[config.mk]
export PLATFORM = sky130hd
export DESIGN_NAME = as2650_io_responder
export DESIGN_NICKNAME = d
export VERILOG_FILES = /design/src/rtl/as2650_io_pkg.sv /design/src/rtl/as2650_io_fifo.sv /design/src/rtl/as2650_io_responder.sv
export SDC_FILE = /design/constraint.sdc
export NUM_CORES = 1
export LEC_CHECK = 0
export ABC_AREA = 1
export CAP_MARGIN = 20
export CELL_PAD_IN_SITES_DETAIL_PLACEMENT = 0
export CELL_PAD_IN_SITES_GLOBAL_PLACEMENT = 1
export CORE_ASPECT_RATIO = 1.1
export CORE_MARGIN = 2
export CORE_UTILIZATION = 47
export DETAILED_ROUTE_END_ITERATION = 6
export HOLD_SLACK_MARGIN = 0.1
export PLACE_DENSITY = 0.88
export SLEW_MARGIN = 20
export SYNTH_ARGS = -nofsm -noshare
export SYNTH_HDL_FRONTEND = slang
export SYNTH_SLANG_ARGS = --single-unit
[constraint.sdc]
create_clock -name clk -period 5 [get_ports clk]
set_clock_uncertainty 0.1 [all_clocks]
set_input_delay 0.75 -clock clk [delete_from_list [all_inputs] [get_ports clk]]
set_output_delay 0.75 -clock clk [all_outputs]
set_load 0.005 [all_outputs]
[src/rtl/as2650_io_pkg.sv]
// Shared definitions for the AS2650 I/O responder: status/control bit
// positions and the bus cycle classification.
package as2650_io_pkg;

  // Status byte returned on a control-port read
  localparam int ST_RX_EMPTY = 0;
  localparam int ST_RX_FULL  = 1;
  localparam int ST_TX_EMPTY = 2;
  localparam int ST_TX_FULL  = 3;
  localparam int ST_OVF      = 4;
  localparam int ST_UNF      = 5;
  localparam int ST_IRQ      = 7;

  // Control register bits with a hardware meaning
  localparam int CT_RXFLUSH = 1;
  localparam int CT_TXFLUSH = 2;
  localparam int CT_LOOP    = 3;
  localparam int CT_IRQEN   = 7;

  typedef enum logic [1:0] {
    CYC_NONE = 2'd0,
    CYC_CTRL = 2'd1,
    CYC_DATA = 2'd2
  } cyc_e;

  // Exactly one strobe high selects a port; both high is illegal and maps to none
  function automatic cyc_e cyc_kind(input logic ioc, input logic iod);
    case ({ioc, iod})
      2'b10:   return CYC_CTRL;
      2'b01:   return CYC_DATA;
      default: return CYC_NONE;
    endcase
  endfunction

endpackage

[src/rtl/as2650_io_fifo.sv]
// Small byte FIFO with extra-MSB pointers. A pop on empty is ignored, and a
// push on full is accepted only when a pop frees a slot in the same cycle.
// Flush clears both pointers and wins over any push/pop that cycle.
module as2650_io_fifo #(
  parameter int DEPTH_LOG2 = 2
) (
  input  logic       clk,
  input  logic       rst_n,
  input  logic       i_push,
  input  logic [7:0] i_data,
  input  logic       i_pop,
  input  logic       i_flush,
  output logic [7:0] o_head,
  output logic       o_full,
  output logic       o_empty
);

  localparam int DEPTH = 1 << DEPTH_LOG2;

  logic [7:0]          r_mem [DEPTH];
  logic [DEPTH_LOG2:0] r_wr_ptr;
  logic [DEPTH_LOG2:0] r_rd_ptr;
  logic                w_pop_ok;
  logic                w_push_ok;

  assign o_empty   = (r_wr_ptr == r_rd_ptr);
  assign o_full    = (r_wr_ptr[DEPTH_LOG2] != r_rd_ptr[DEPTH_LOG2]) &&
                     (r_wr_ptr[DEPTH_LOG2-1:0] == r_rd_ptr[DEPTH_LOG2-1:0]);
  assign w_pop_ok  = i_pop & ~o_empty;
  assign w_push_ok = i_push & (~o_full | w_pop_ok);
  // Empty head reads as zero so idle outputs stay deterministic
  assign o_head    = o_empty ? 8'h00 : r_mem[r_rd_ptr[DEPTH_LOG2-1:0]];

  // Pointer update: flush first, otherwise independent push and pop
  always_ff @(posedge clk or negedge rst_n) begin
    if (!rst_n) begin
      r_wr_ptr <= '0;
      r_rd_ptr <= '0;
    end else if (i_flush) begin
      r_wr_ptr <= '0;
      r_rd_ptr <= '0;
    end else begin
      if (w_push_ok) r_wr_ptr <= r_wr_ptr + 1'b1;
      if (w_pop_ok)  r_rd_ptr <= r_rd_ptr + 1'b1;
    end
  end

  // Storage write; contents need no reset since the pointers gate visibility
  always_ff @(posedge clk) begin
    if (w_push_ok && !i_flush) r_mem[r_wr_ptr[DEPTH_LOG2-1:0]] <= i_data;
  end

endmodule

[src/rtl/as2650_io_responder.sv]
// Peripheral end of the AS2650 IOC/IOD strobe protocol. Control cycles hit a
// control/status register pair, data cycles hit a TX FIFO (CPU to device) and
// an RX FIFO (device to CPU).
// Optional: define AS2650_IO_SENSE_IRQ_EN to add the sense_o interrupt output.
module as2650_io_responder
  import as2650_io_pkg::*;
#(
  parameter int         DEPTH_LOG2 = 2,
  parameter logic [7:0] RESET_CTRL = 8'h00
) (
  input  logic       clk,
  input  logic       rst_n,
  input  logic [7:0] bus_i,
  output logic [7:0] bus_o,
  output logic       bus_oe,
  input  logic       oe_n,
  input  logic       we_n,
  input  logic       ioc,
  input  logic       iod,
  output logic [7:0] tx_data,
  output logic       tx_valid,
  input  logic       tx_ready,
  input  logic [7:0] rx_data,
  input  logic       rx_valid,
  output logic       rx_ready,
  output logic [7:0] ctrl_q
`ifdef AS2650_IO_SENSE_IRQ_EN
  ,
  output logic       sense_o
`endif
);

  cyc_e       w_cyc, r_rd_cyc;
  logic       w_sel, w_rd, w_commit, w_wr_ctrl, w_wr_data;
  logic       r_we_n_q, r_ovf, r_unf;
  logic [7:0] r_ctrl, w_status, w_rd_data;
  logic       w_lb_push, w_tx_push, w_tx_pop, w_tx_full, w_tx_empty;
  logic       w_rx_push, w_rx_pop, w_rx_full, w_rx_empty;
  logic [7:0] w_rx_wdata, w_rx_head;
  logic       w_done, w_done_ctrl, w_done_data, w_ovf_set, w_unf_set, w_irq;

  assign w_cyc     = cyc_kind(ioc, iod);
  assign w_sel     = ioc ^ iod;
  // A write commits only on the we_n falling edge, so one commit per CPU write
  assign w_commit  = w_sel & ~we_n & r_we_n_q;
  assign w_wr_ctrl = w_commit & (w_cyc == CYC_CTRL);
  assign w_wr_data = w_commit & (w_cyc == CYC_DATA);
  assign w_rd      = w_sel & ~oe_n & we_n;

  // Loopback steers CPU data writes into RX; the CPU byte beats upstream
  assign w_lb_push  = w_wr_data & r_ctrl[CT_LOOP];
  assign w_tx_push  = w_wr_data & ~r_ctrl[CT_LOOP];
  assign rx_ready   = ~w_rx_full & ~w_lb_push;
  assign w_rx_push  = w_lb_push | (rx_valid & rx_ready);
  assign w_rx_wdata = w_lb_push ? bus_i : rx_data;
  assign tx_valid   = ~w_tx_empty;
  assign w_tx_pop   = tx_valid & tx_ready;

  // A read completes on the first cycle after the strobe drops
  assign w_done      = (r_rd_cyc != CYC_NONE) & ~w_sel;
  assign w_done_ctrl = w_done & (r_rd_cyc == CYC_CTRL);
  assign w_done_data = w_done & (r_rd_cyc == CYC_DATA);
  assign w_rx_pop    = w_done_data & ~w_rx_empty;
  assign w_unf_set   = w_done_data & w_rx_empty;
  assign w_ovf_set   = (w_tx_push & w_tx_full & ~w_tx_pop) |
                       (w_rx_push & w_rx_full & ~w_rx_pop);

  // Status byte assembly
  always_comb begin
    w_status              = 8'h00;
    w_status[ST_RX_EMPTY] = w_rx_empty;
    w_status[ST_RX_FULL]  = w_rx_full;
    w_status[ST_TX_EMPTY] = w_tx_empty;
    w_status[ST_TX_FULL]  = w_tx_full;
    w_status[ST_OVF]      = r_ovf;
    w_status[ST_UNF]      = r_unf;
    w_status[ST_IRQ]      = w_irq;
  end

  // Read mux: drive is combinational and dies with reset immediately
  assign bus_oe = w_rd & rst_n;
  always_comb begin
    w_rd_data = 8'h00;
    if (bus_oe) w_rd_data = (w_cyc == CYC_CTRL) ? w_status : w_rx_head;
  end
  assign bus_o  = w_rd_data;
  assign ctrl_q = r_ctrl;

  // Bus history: we_n edge detector and kind of the read in progress
  always_ff @(posedge clk or negedge rst_n) begin
    if (!rst_n) begin
      r_we_n_q <= 1'b1;
      r_rd_cyc <= CYC_NONE;
    end else begin
      r_we_n_q <= we_n;
      r_rd_cyc <= w_rd ? w_cyc : CYC_NONE;
    end
  end

  // Control register; flush bits live for exactly one cycle after the write
  always_ff @(posedge clk or negedge rst_n) begin
    if (!rst_n) begin
      r_ctrl <= RESET_CTRL;
    end else if (w_wr_ctrl) begin
      r_ctrl <= bus_i;
    end else begin
      r_ctrl[CT_RXFLUSH] <= 1'b0;
      r_ctrl[CT_TXFLUSH] <= 1'b0;
    end
  end

  // Sticky error flags; a set in the clearing cycle survives
  always_ff @(posedge clk or negedge rst_n) begin
    if (!rst_n) begin
      r_ovf <= 1'b0;
      r_unf <= 1'b0;
    end else begin
      r_ovf <= w_ovf_set | (r_ovf & ~w_done_ctrl);
      r_unf <= w_unf_set | (r_unf & ~w_done_ctrl);
    end
  end

`ifdef AS2650_IO_SENSE_IRQ_EN
  logic r_sense;
  // Interrupt request: RX holds data while enabled, one cycle of latency
  always_ff @(posedge clk or negedge rst_n) begin
    if (!rst_n) r_sense <= 1'b0;
    else        r_sense <= r_ctrl[CT_IRQEN] & ~w_rx_empty;
  end
  assign sense_o = r_sense;
  assign w_irq   = r_sense;
`else
  assign w_irq = 1'b0;
`endif

  as2650_io_fifo #(.DEPTH_LOG2(DEPTH_LOG2)) u_tx_fifo (
    .clk     (clk),
    .rst_n   (rst_n),
    .i_push  (w_tx_push),
    .i_data  (bus_i),
    .i_pop   (w_tx_pop),
    .i_flush (r_ctrl[CT_TXFLUSH]),
    .o_head  (tx_data),
    .o_full  (w_tx_full),
    .o_empty (w_tx_empty)
  );

  as2650_io_fifo #(.DEPTH_LOG2(DEPTH_LOG2)) u_rx_fifo (
    .clk     (clk),
    .rst_n   (rst_n),
    .i_push  (w_rx_push),
    .i_data  (w_rx_wdata),
    .i_pop   (w_rx_pop),
    .i_flush (r_ctrl[CT_RXFLUSH]),
    .o_head  (w_rx_head),
    .o_full  (w_rx_full),
    .o_empty (w_rx_empty)
  );

endmodule

==> results of run 1 <==
sequential cells by signal, indices dropped and copies added (netlist names):
name	count
u_rx_fifo.r_wr_ptr	3
ctrl_q	8
r_ovf	1
u_rx_fifo.r_rd_ptr	3
u_tx_fifo.r_wr_ptr	3
r_we_n_q	1
r_rd_cyc	2
u_rx_fifo.r_mem	32
u_tx_fifo.r_mem	32
r_unf	1
u_tx_fifo.r_rd_ptr	3
stage by stage:
stage               utilization  cell area, um^2  setup slack (ns)
floorplan                     -             4180              2.34
global placement          0.541             4730              1.14
detailed placement        0.541             4730              1.10
CTS                       0.564             4930              1.08
global route              0.564             4930             0.930
finish                    0.564             4930              1.08
cells in the mapped netlist:
cell and n:
nand2_2 3, dfstp_2 1, ha_1 13, xnor2_2 1, o21ai_1 1, xor2_1 4, dfrtp_1 24, o32ai_1 8
o21ai_0 42, nand3_2 1, clkinv_1 1, nand2_1 58, inv_1 47, nand3_1 19, o22ai_1 5, nand2_4 2
nand4_1 11, inv_4 1, clkbuf_1 1, nand3_4 1, xnor2_1 3, nor2_2 5, clkinv_2 1, buf_2 8
nor3b_4 1, inv_2 1, o22a_1 1, o211ai_1 1, nor2_1 53, nor2_4 1, nor3b_1 1, a21oi_1 8
edfxtp_1 64, buf_4 8
worst paths after layout:
check	startpoint	endpoint	slack (ns)
min in group asynchronous	rst_n	u_tx_fifo.r_rd_ptr[2]$_DFFE_PN0P_	0.67
hold reg to reg	ctrl_q[2]$_DFF_PN0_	u_tx_fifo.r_rd_ptr[1]$_DFFE_PN0P_	0.37
hold / removal	ctrl_q[2]$_DFF_PN0_	u_tx_fifo.r_rd_ptr[1]$_DFFE_PN0P_	0.37
setup / recovery	ioc	bus_o[5]	1.08
max in group asynchronous	rst_n	r_we_n_q$_DFF_PN1_	3.84
setup reg to reg	u_rx_fifo.r_rd_ptr[0]$_DFFE_PN0P_	u_rx_fifo.r_mem[0][3]$_DFFE_PP_	2.47
final cells by class:
| class | count | area, um^2 | area share |
|---|---|---|---|
| Clock buffer | 11 | 141 | 0.0287 |
| Clock inverter | 5 | 63.8 | 0.0129 |
| Inverter | 51 | 195 | 0.0396 |
| Multi-Input combinational cell | 243 | 1330 | 0.270 |
| Sequential cell | 89 | 2550 | 0.517 |
| Tap cell | 114 | 143 | 0.0289 |
| Timing Repair Buffer | 51 | 508 | 0.103 |
metal layers:
layer | GRT usage | vias up | part of all wire
li1 | - | 1446 | -
met1 | 0.241 | 1345 | 0.42
met2 | 0.331 | 68 | 0.51
met3 | 0.0307 | 10 | 0.051
met4 | 0.0713 | 0 | 0.016
met5 | 0 | - | 0
logic make-up (layout without fill, tap and decap cells):
kind of cell / after synthesis / in the layout / synth area share
compound gates: 66 / 66 / 0.0892
simple gates: 156 / 156 / 0.172
flops: 89 / 89 / 0.610
buf+inv: 68 / 118 / 0.0716
xor+xnor: 8 / 8 / 0.0186
fa+ha+maj: 13 / 13 / 0.0389
placed cells by master, fill, tap and decap left out, drive strengths merged, types with 13 or more instances in the layout:
master,n
clkdlybuf4s50,50
dfrtp,24
edfxtp,64
ha,13
inv,51
nand2,63
nand3,21
nor2,59
o21ai,43
power breakdown:
group / switching [uW] / internal [uW] / leakage, uW
Clock: 255 / 249 / 0.000101
Combinational: 422 / 357 / 0.000989
Sequential: 135 / 904 / 0.000906
==> summary.md, run 1 <==
| Metric | Value |
|---|---|
| Fin. Hold Viols | `0` |
| Max-Cap Viols | `0` |
| Cell depth of the worst setup path | `9` |
| Die area | `approximately 9700 um^2` |
| Largest area contributor in the netlist | `edfxtp_1` |
| DP Cell Count | `about 550` |
| Starting Density | `0.478` |
| CP endpoint kind | `output pin` |
| Syn nets | `437` |
| DRT Pass-1 Iters | `4` |
| Status | `finished clean` |
| Crit start category | `input pin` |
| CP max FO | `6` |
| Hold crit path type | `flip-flop to flip-flop` |
| CP cell instances | `clkdlybuf4s50_1 -> inv_1 -> ha_1 -> nor2_1 -> nand3_1 -> inv_1 -> nand2_1 -> o21ai_1 -> clkdlybuf4s50_1` |
| DP HPWL | `approximately 6100 um` |
| Setup violators final | `0` |
| Syn_area_per_cell | `~10 um^2` |
| Yosys reg bits | `just under 90` |
| Ratio of cells with drive above 1 in the final layout | `0.0778` |
| Mapped Cells | `400` |
| Area delta synth->final | `18.0%` |
| CTS buffer count | `9` |
| Setup_tns | `0 ns` |
| First-pass GRT wire length | `roughly 14000 um` |
| Seq/Total Area, Yosys | `0.610` |
| Max clock buf depth | `2` |
| Slew Viols, Final | `0` |
| Vias in the first global route | `between 2000 and 3000` |
| Top-level I/O count | `around 50` |
| Setup CP Type | `input pin to output pin` |
| CTS Hold Buffers Added | `0` |
| Core area | `approximately 8700 um^2` |
| VDD IR-drop max | `~0.22 mV` |
| Die span in x | `93.9 um` |
| CP max stage delay | `between 0.5 and 0.6 ns` |
| Fin crit period | `around 3.9 ns` |
| Ant diodes | `0` |
| Slew headroom | `0.471` |
| Period utilization | `0.784` |
| Worst path required time | `slightly above 4 ns` |
| Hold depth | `1` |
| Final non-filler cell total | `around 560` |
| Antenna Nets Post-Route | `0` |
| Worst-margin pin slew | `about 0.79 ns` |
| Mapped cell area | `between 4000 and 5000 um^2` |
| Buf/Inv on CP | `4` |
| Synth top area share | `0.460` |
| Fillers | `784` |
| Total power | `about 2300 uW` |
| H-tree depth | `3` |
| FP Rows | `36` |
| Routed WL | `about 8500 um` |
| CTS tree | `built` |
| Gr usage total | `0.190` |
| Routed vias/inst | `a little over 5` |
| Largest net degree at the start of global routing | `27` |
| Slowest CP cell | `clkdlybuf4s50_1` |
| Post-CTS resize count | `0` |
| Clk_lat worst skew | `0.35 ns` |
| RSZ-0062 raised after global routing | `no` |
| I/O Buffers | `50` |
| Fin Hold WS | `about 0.37 ns` |
| Crit-path leading delay family | `buffers and inverters` |
| CTS Sinks | `a little under 90` |
| Post-synthesis cell type count | `34` |
| Total grt overflow | `0` |
| CTS root buffer | `clkbuf_8` |
| RD Place Congestion | `0.790` |
| Antenna violations before repair | `0` |
| Die Ht | `a little over 100 um` |
| DR vias | `between 2000 and 3000` |
| Wire length per cell | `15.1 um` |
| Yosys warning count | `0` |
| Reg2Reg Depth | `8` |
| Power per Cell Area | `471 nW/um^2` |
| Clock transition at path regs | `approximately 0.090 ns` |
| Fmax | `0.255 GHz` |
| Ranking of synthesized cells by area | `edfxtp_1, dfrtp_1, nand2_1` |
| DRT iter0 DRCs | `between 150 and 200` |
| Postcts setup bufs | `0` |
| Crit path DAT | `between 3 and 4 ns` |
| Leak pwr | `0.00200 uW` |
| Nets | `about 480` |
| # DRC | `0` |
No activity file was read; power rests on OpenSTA's default activity.
==> run 2: changes to the inputs <==
- CORE_UTILIZATION: 47 -> 39
- PLACE_DENSITY: 0.88 -> 0.78
- clock period: 5 -> 3.5 ns (I/O delays scaled with it)
==> run 2 against run 1 <==
Clock power increased by 91%. Worst hold slack improved by 0.027 ns. Sequential share of layout area shrank 2.6 points. Setup slack worse by 0.82 ns. Design area is 5.2% higher. Critical path depth unchanged. Die area grew 20%. Non-clock buffer count increased by 16. Global-route usage is 2.2 points lower. Combinational power increased by 58%. Power rose by 56%. Critical endpoint unchanged. Largest cell class unchanged.
==> summary.md, run 2 (same netlist as run 1, synthesis figures left out) <==
| Metric | Value |
|---|---|
| Status | `finished clean` |
| Setup_tns | `0 ns` |
| Gr usage total | `0.168` |
| Ant diodes | `0` |
| Setup violators final | `0` |
| CTS root buffer | `clkbuf_16` |
| RD Place Congestion | `approximately 0.81` |
| Crit-path leading delay family | `buffers and inverters` |
| Top-level I/O count | `51` |
| Die Ht | `113 um` |
| Antenna Nets Post-Route | `0` |
| Max-Cap Viols | `0` |
| Post-CTS resize count | `0` |
| Max clock buf depth | `2` |
| Largest net degree at the start of global routing | `26` |
| Crit path DAT | `between 2 and 3 ns` |
| Worst-margin pin slew | `between 0.5 and 0.6 ns` |
| Worst path required time | `between 2 and 3 ns` |
| Hold_sp | `ctrl_q[2]$_DFF_PN0_` |
| Buf/Inv on CP | `4` |
| DRT Pass-1 Iters | `4` |
| Reg2Reg Depth | `9` |
| Fmax | `roughly 0.31 GHz` |
| Fillers | `929` |
| Reg2Reg Capture Point | `u_rx_fifo.r_mem[1][0]$_DFFE_PP_` |
| R2r startpoint | `u_rx_fifo.r_rd_ptr[0]$_DFFE_PN0P_` |
| Setup CP Type | `input pin to output pin` |
| Antenna violations before repair | `0` |
| # DRC | `0` |
| VDD IR-drop max | `around 0.32 mV` |
| Die span in x | `103 um` |
| Slew headroom | `0.608` |
| Wire length per cell | `14.8 um` |
| H-tree depth | `3` |
| CP max FO | `3` |
| DP HPWL | `between 6000 and 7000 um` |
| Commonest non-fill, non-tap cell in the layout | `edfxtp_1` |
| Slowest CP cell | `clkdlybuf4s50_1` |
| Total grt overflow | `0` |
| CTS tree | `built` |
| Crit start category | `input pin` |
| DRT iter0 DRCs | `approximately 150` |
| Period utilization | `0.925` |
| FP Rows | `39` |
| Hold depth | `1` |
| Crit. Startpoint | `ioc` |
| Starting Density | `0.402` |
| Hold worst-path end | `u_tx_fifo.r_rd_ptr[1]$_DFFE_PN0P_` |
| Slew Viols, Final | `0` |
| Fin. Hold Viols | `0` |
| Vias in the first global route | `2968` |
| CP max stage delay | `around 0.53 ns` |
| Hold crit path type | `flip-flop to flip-flop` |
| Core area | `10400 um^2` |
| CTS buffer count | `9` |
| CP endpoint kind | `output pin` |
| Most frequent cells in the layout | `edfxtp_1, nand2_1, nor2_1` |
| Routed vias/inst | `around 4.9` |
| Die area | `around 12000 um^2` |
| Final worst slack | `approximately 0.26 ns` |
| Postcts setup bufs | `0` |
| CTS Hold Buffers Added | `0` |
| Area delta synth->final | `24.1%` |
| CP cell instances | `clkdlybuf4s50_1 -> inv_1 -> ha_1 -> nor2_1 -> nand3_1 -> inv_1 -> nand2_1 -> o21ai_1 -> clkdlybuf4s50_1` |
| DR vias | `~3000` |
| Worst R2R Setup Slack | `1.45 ns` |
| I/O Buffers | `50` |
| Nets | `between 400 and 500` |
| Power per Cell Area | `699 nW/um^2` |
| First-pass GRT wire length | `between 10000 and 15000 um` |
| Routed WL | `around 9000 um` |
| Fin crit period | `between 3 and 4 ns` |
| Clock transition at path regs | `0.06 ns` |
| Place WS | `~0.27 ns` |
| Leak pwr | `around 0.0021 uW` |
| Clk_lat worst skew | `between 0.3 and 0.4 ns` |
| Ratio of cells with drive above 1 in the final layout | `0.109` |
| CTS Sinks | `about 90` |
| RSZ-0062 raised after global routing | `no` |
==> run 2: cell count changes in the layout (fill, tap and decap cells not counted), sizes merged <==
| cell | change |
|---|---|
| buf | +16 |
| clkinv | -1 |
| clkinvlp | +1 |
==> run 2: area by class of cell <==
class / instances / area (um^2) / area share
clock buffers: 11 / 243 / 0.0468
inverters: 51 / 195 / 0.0376
clock inverters: 5 / 62.6 / 0.0121
repair buffers: 67 / 628 / 0.121
well taps: 143 / 179 / 0.0345
multi-input cells: 243 / 1330 / 0.257
flip-flops and latches: 89 / 2550 / 0.491
==> run 2: worst max path at each step <==
stage,endpoint,slack [ns],depth (start not counted)
6_report,bus_o[5],0.26,9
3_3_place_gp,bus_o[5],0.25,9
3_5_place_dp,bus_o[7],0.27,9
4_1_cts,bus_o[5],0.26,9
2_1_floorplan,u_tx_fifo.r_mem[0][0]$_DFFE_PP_,1.11,7
5_1_grt,bus_o[5],0.15,9
==> run 2: metrics by stage <==
step                cells  power [uW]  hold slack, ns  cell area, um^2  utilization
detailed placement    593        2690           0.376             4880        0.470
floorplan             400        2200           0.129             4180            -
finish                609        3630           0.399             5190        0.499
CTS                   609        3660           0.392             5190        0.499
global route          609        3880           0.436             5190        0.499
global placement      593        2680           0.373             4880        0.470
==> run 2: worst reg2reg max path, delay by kind of cell, from the launching register on <==
family | cells | cell delay, ns
buffers and inverters | 2 | 0.42
flip-flops | 1 | 0.41
AND/OR/NAND/NOR | 7 | 0.83
==> run 2: power by group <==
group	switching, uW	internal [uW]
clock	387	577
combinational	673	555
sequential	142	1290
==> run 2: layer usage <==
| layer | share of wire | global-route usage | routed length (um) |
|---|---|---|---|
| met1 | 0.43 | 0.209 | 3880 |
| met2 | 0.51 | 0.278 | 4630 |
| met4 | 0.017 | 0.0667 | 153 |
| met3 | 0.040 | 0.0417 | 365 |
| met5 | 0 | 0 | 0 |
==> run 3: changes to the inputs <==
- CTS_CLUSTER_SIZE: default -> 20
- MAX_ROUTING_LAYER: default -> met4
==> run 3 against run 2 <==
Die area is the same. First-iteration DRC count shrank 3.9%. Count of clock-buffer cells in the layout is the same. Setup slack lost 0.0017 ns. Via count grew 0.13%. Critical path type unchanged.
==> summary.md, run 3 (same netlist as run 1, synthesis figures left out) <==
| Metric | Value |
|---|---|
| Status | `finished clean` |
| Max-Cap Viols | `0` |
| DRT Pass-1 Iters | `4` |
| Period utilization | `0.925` |
| Slowest CP cell | `clkdlybuf4s50_1` |
| Slew Viols, Final | `0` |
| Wire length per cell | `between 10 and 15 um` |
| Fin. Hold Viols | `0` |
| Antenna violations before repair | `0` |
| CP Capture Point | `bus_o[5]` |
| Clock transition at path regs | `about 0.060 ns` |
| CP cell instances | `clkdlybuf4s50_1 -> inv_1 -> ha_1 -> nor2_1 -> nand3_1 -> inv_1 -> nand2_1 -> o21ai_1 -> clkdlybuf4s50_1` |
| Vias in the first global route | `about 3000` |
| Die span in x | `between 100 and 150 um` |
| Nets | `around 500` |
| H-tree depth | `3` |
| DRT iter0 DRCs | `approximately 150` |
| Max clock buf depth | `2` |
| Setup violators final | `0` |
| Crit path DAT | `~2.6 ns` |
| Final non-filler cell total | `609` |
| CTS tree | `built` |
| Die Ht | `~110 um` |
| RD Place Congestion | `around 0.82` |
| Clk_lat worst skew | `around 0.34 ns` |
| Worst R2R Setup Slack | `between 1 and 1.5 ns` |
| Top-level I/O count | `51` |
| RSZ-0062 raised after global routing | `no` |
| Register area | `around 2500 um^2` |
| CTS Sinks | `a little under 90` |
| Reg2Reg Depth | `9` |
| Leak pwr | `approximately 0.0021 uW` |
| Setup CP Type | `input pin to output pin` |
| Postcts setup bufs | `0` |
| Antenna Nets Post-Route | `0` |
| Fillers | `between 900 and 1000` |
| Post-CTS resize count | `0` |
| Largest net degree at the start of global routing | `26` |
| FP Rows | `39` |
| Die area | `11600 um^2` |
| Ratio of cells with drive above 1 in the final layout | `0.109` |
| Fin crit period | `3.24 ns` |
| First-pass GRT wire length | `14600 um` |
| DR vias | `about 3000` |
| CTS Hold Buffers Added | `0` |
| R2r startpoint | `u_rx_fifo.r_rd_ptr[0]$_DFFE_PN0P_` |
| Total grt overflow | `0` |
| Ant diodes | `0` |
| Fmax | `between 0.3 and 0.4 GHz` |
| Setup_tns | `0 ns` |
| Power per Cell Area | `699 nW/um^2` |
| Routed WL | `between 8000 and 9000 um` |
| Starting Density | `0.402` |
| Reg2Reg Capture Point | `u_rx_fifo.r_mem[1][0]$_DFFE_PP_` |
| Area of the multi-input gates | `between 1000 and 1500 um^2` |
| VDD IR-drop max | `0.322 mV` |
| Area delta synth->final | `24.1%` |
| Worst-margin pin slew | `roughly 0.59 ns` |
| CP max stage delay | `approximately 0.53 ns` |
| Worst path required time | `~2.9 ns` |
| Gr usage total | `0.173` |
| # DRC | `0` |
| CP endpoint kind | `output pin` |
| DP Cell Count | `roughly 600` |
| Commonest non-fill, non-tap cell in the layout | `edfxtp_1` |
| Hold crit path type | `flip-flop to flip-flop` |
| Routed vias/inst | `slightly below 5` |
| Most frequent cells in the layout | `edfxtp_1, nand2_1, nor2_1` |
| Hold depth | `1` |
| CP max FO | `3` |
| DP HPWL | `about 6500 um` |
| Crit start category | `input pin` |
| I/O Buffers | `50` |
| Crit. Startpoint | `ioc` |
| Final core utilization | `0.499` |
| CTS root buffer | `clkbuf_16` |
| Core area | `between 10000 and 15000 um^2` |
| Slew headroom | `0.604` |
| CTS buffer count | `9` |
==> run 3: worst min-delay path by stage <==
stage / start / end / slack (ns)
6_report: ctrl_q[2]$_DFF_PN0_ / u_tx_fifo.r_rd_ptr[1]$_DFFE_PN0P_ / 0.39
2_1_floorplan: rst_n / ctrl_q[0]$_DFFE_PN0P_ / 0.13
4_1_cts: ctrl_q[7]$_DFFE_PN0P_ / ctrl_q[7]$_DFFE_PN0P_ / 0.39
5_1_grt: ctrl_q[2]$_DFF_PN0_ / u_tx_fifo.r_rd_ptr[1]$_DFFE_PN0P_ / 0.44
3_3_place_gp: ctrl_q[6]$_DFFE_PN0P_ / ctrl_q[6]$_DFFE_PN0P_ / 0.37
3_5_place_dp: ctrl_q[7]$_DFFE_PN0P_ / ctrl_q[7]$_DFFE_PN0P_ / 0.38
==> run 3: layer usage <==
metal / GRT usage / vias up / routed length (um)
li1: - / 1469 / -
met1: 0.211 / 1432 / 3890
met2: 0.278 / 71 / 4570
met3: 0.0386 / 16 / 358
met4: 0.0667 / 0 / 172
met5: - / - / 0
==> run 3: area by class of cell <==
| cell class | instances | area share |
|---|---|---|
| Clock buffer | 11 | 0.0468 |
| Clock inverter | 5 | 0.0121 |
| Inverter | 51 | 0.0376 |
| Multi-Input combinational cell | 243 | 0.257 |
| Sequential cell | 89 | 0.491 |
| Tap cell | 143 | 0.0345 |
| Timing Repair Buffer | 67 | 0.121 |
==> run 3: through the flow <==
step | setup slack (ns) | hold WS, ns | power, uW | area, um^2
finish | 0.262 | 0.392 | 3630 | 5190
global placement | 0.251 | 0.373 | 2680 | 4880
detailed placement | 0.272 | 0.376 | 2690 | 4880
CTS | 0.259 | 0.392 | 3660 | 5190
global route | 0.158 | 0.436 | 3880 | 5190
floorplan | 1.11 | 0.129 | 2200 | 4180
==> run 3: worst max-delay path, delay by kind of cell <==
kind,cells,cell delay [ns]
buffers and inverters,4,1.23
AND/OR/NAND/NOR,3,0.40
adder cells (fa/ha/maj),1,0.30
AO/OA/AOI/OAI,1,0.16
==> run 3: power breakdown <==
group	total (uW)	internal (uW)	switching [uW]	leakage (uW)
clock	965	577	387	0.000143
sequential	1440	1290	142	0.000906
combinational	1230	555	671	0.00107
total	3630	2430	1200	0.00212
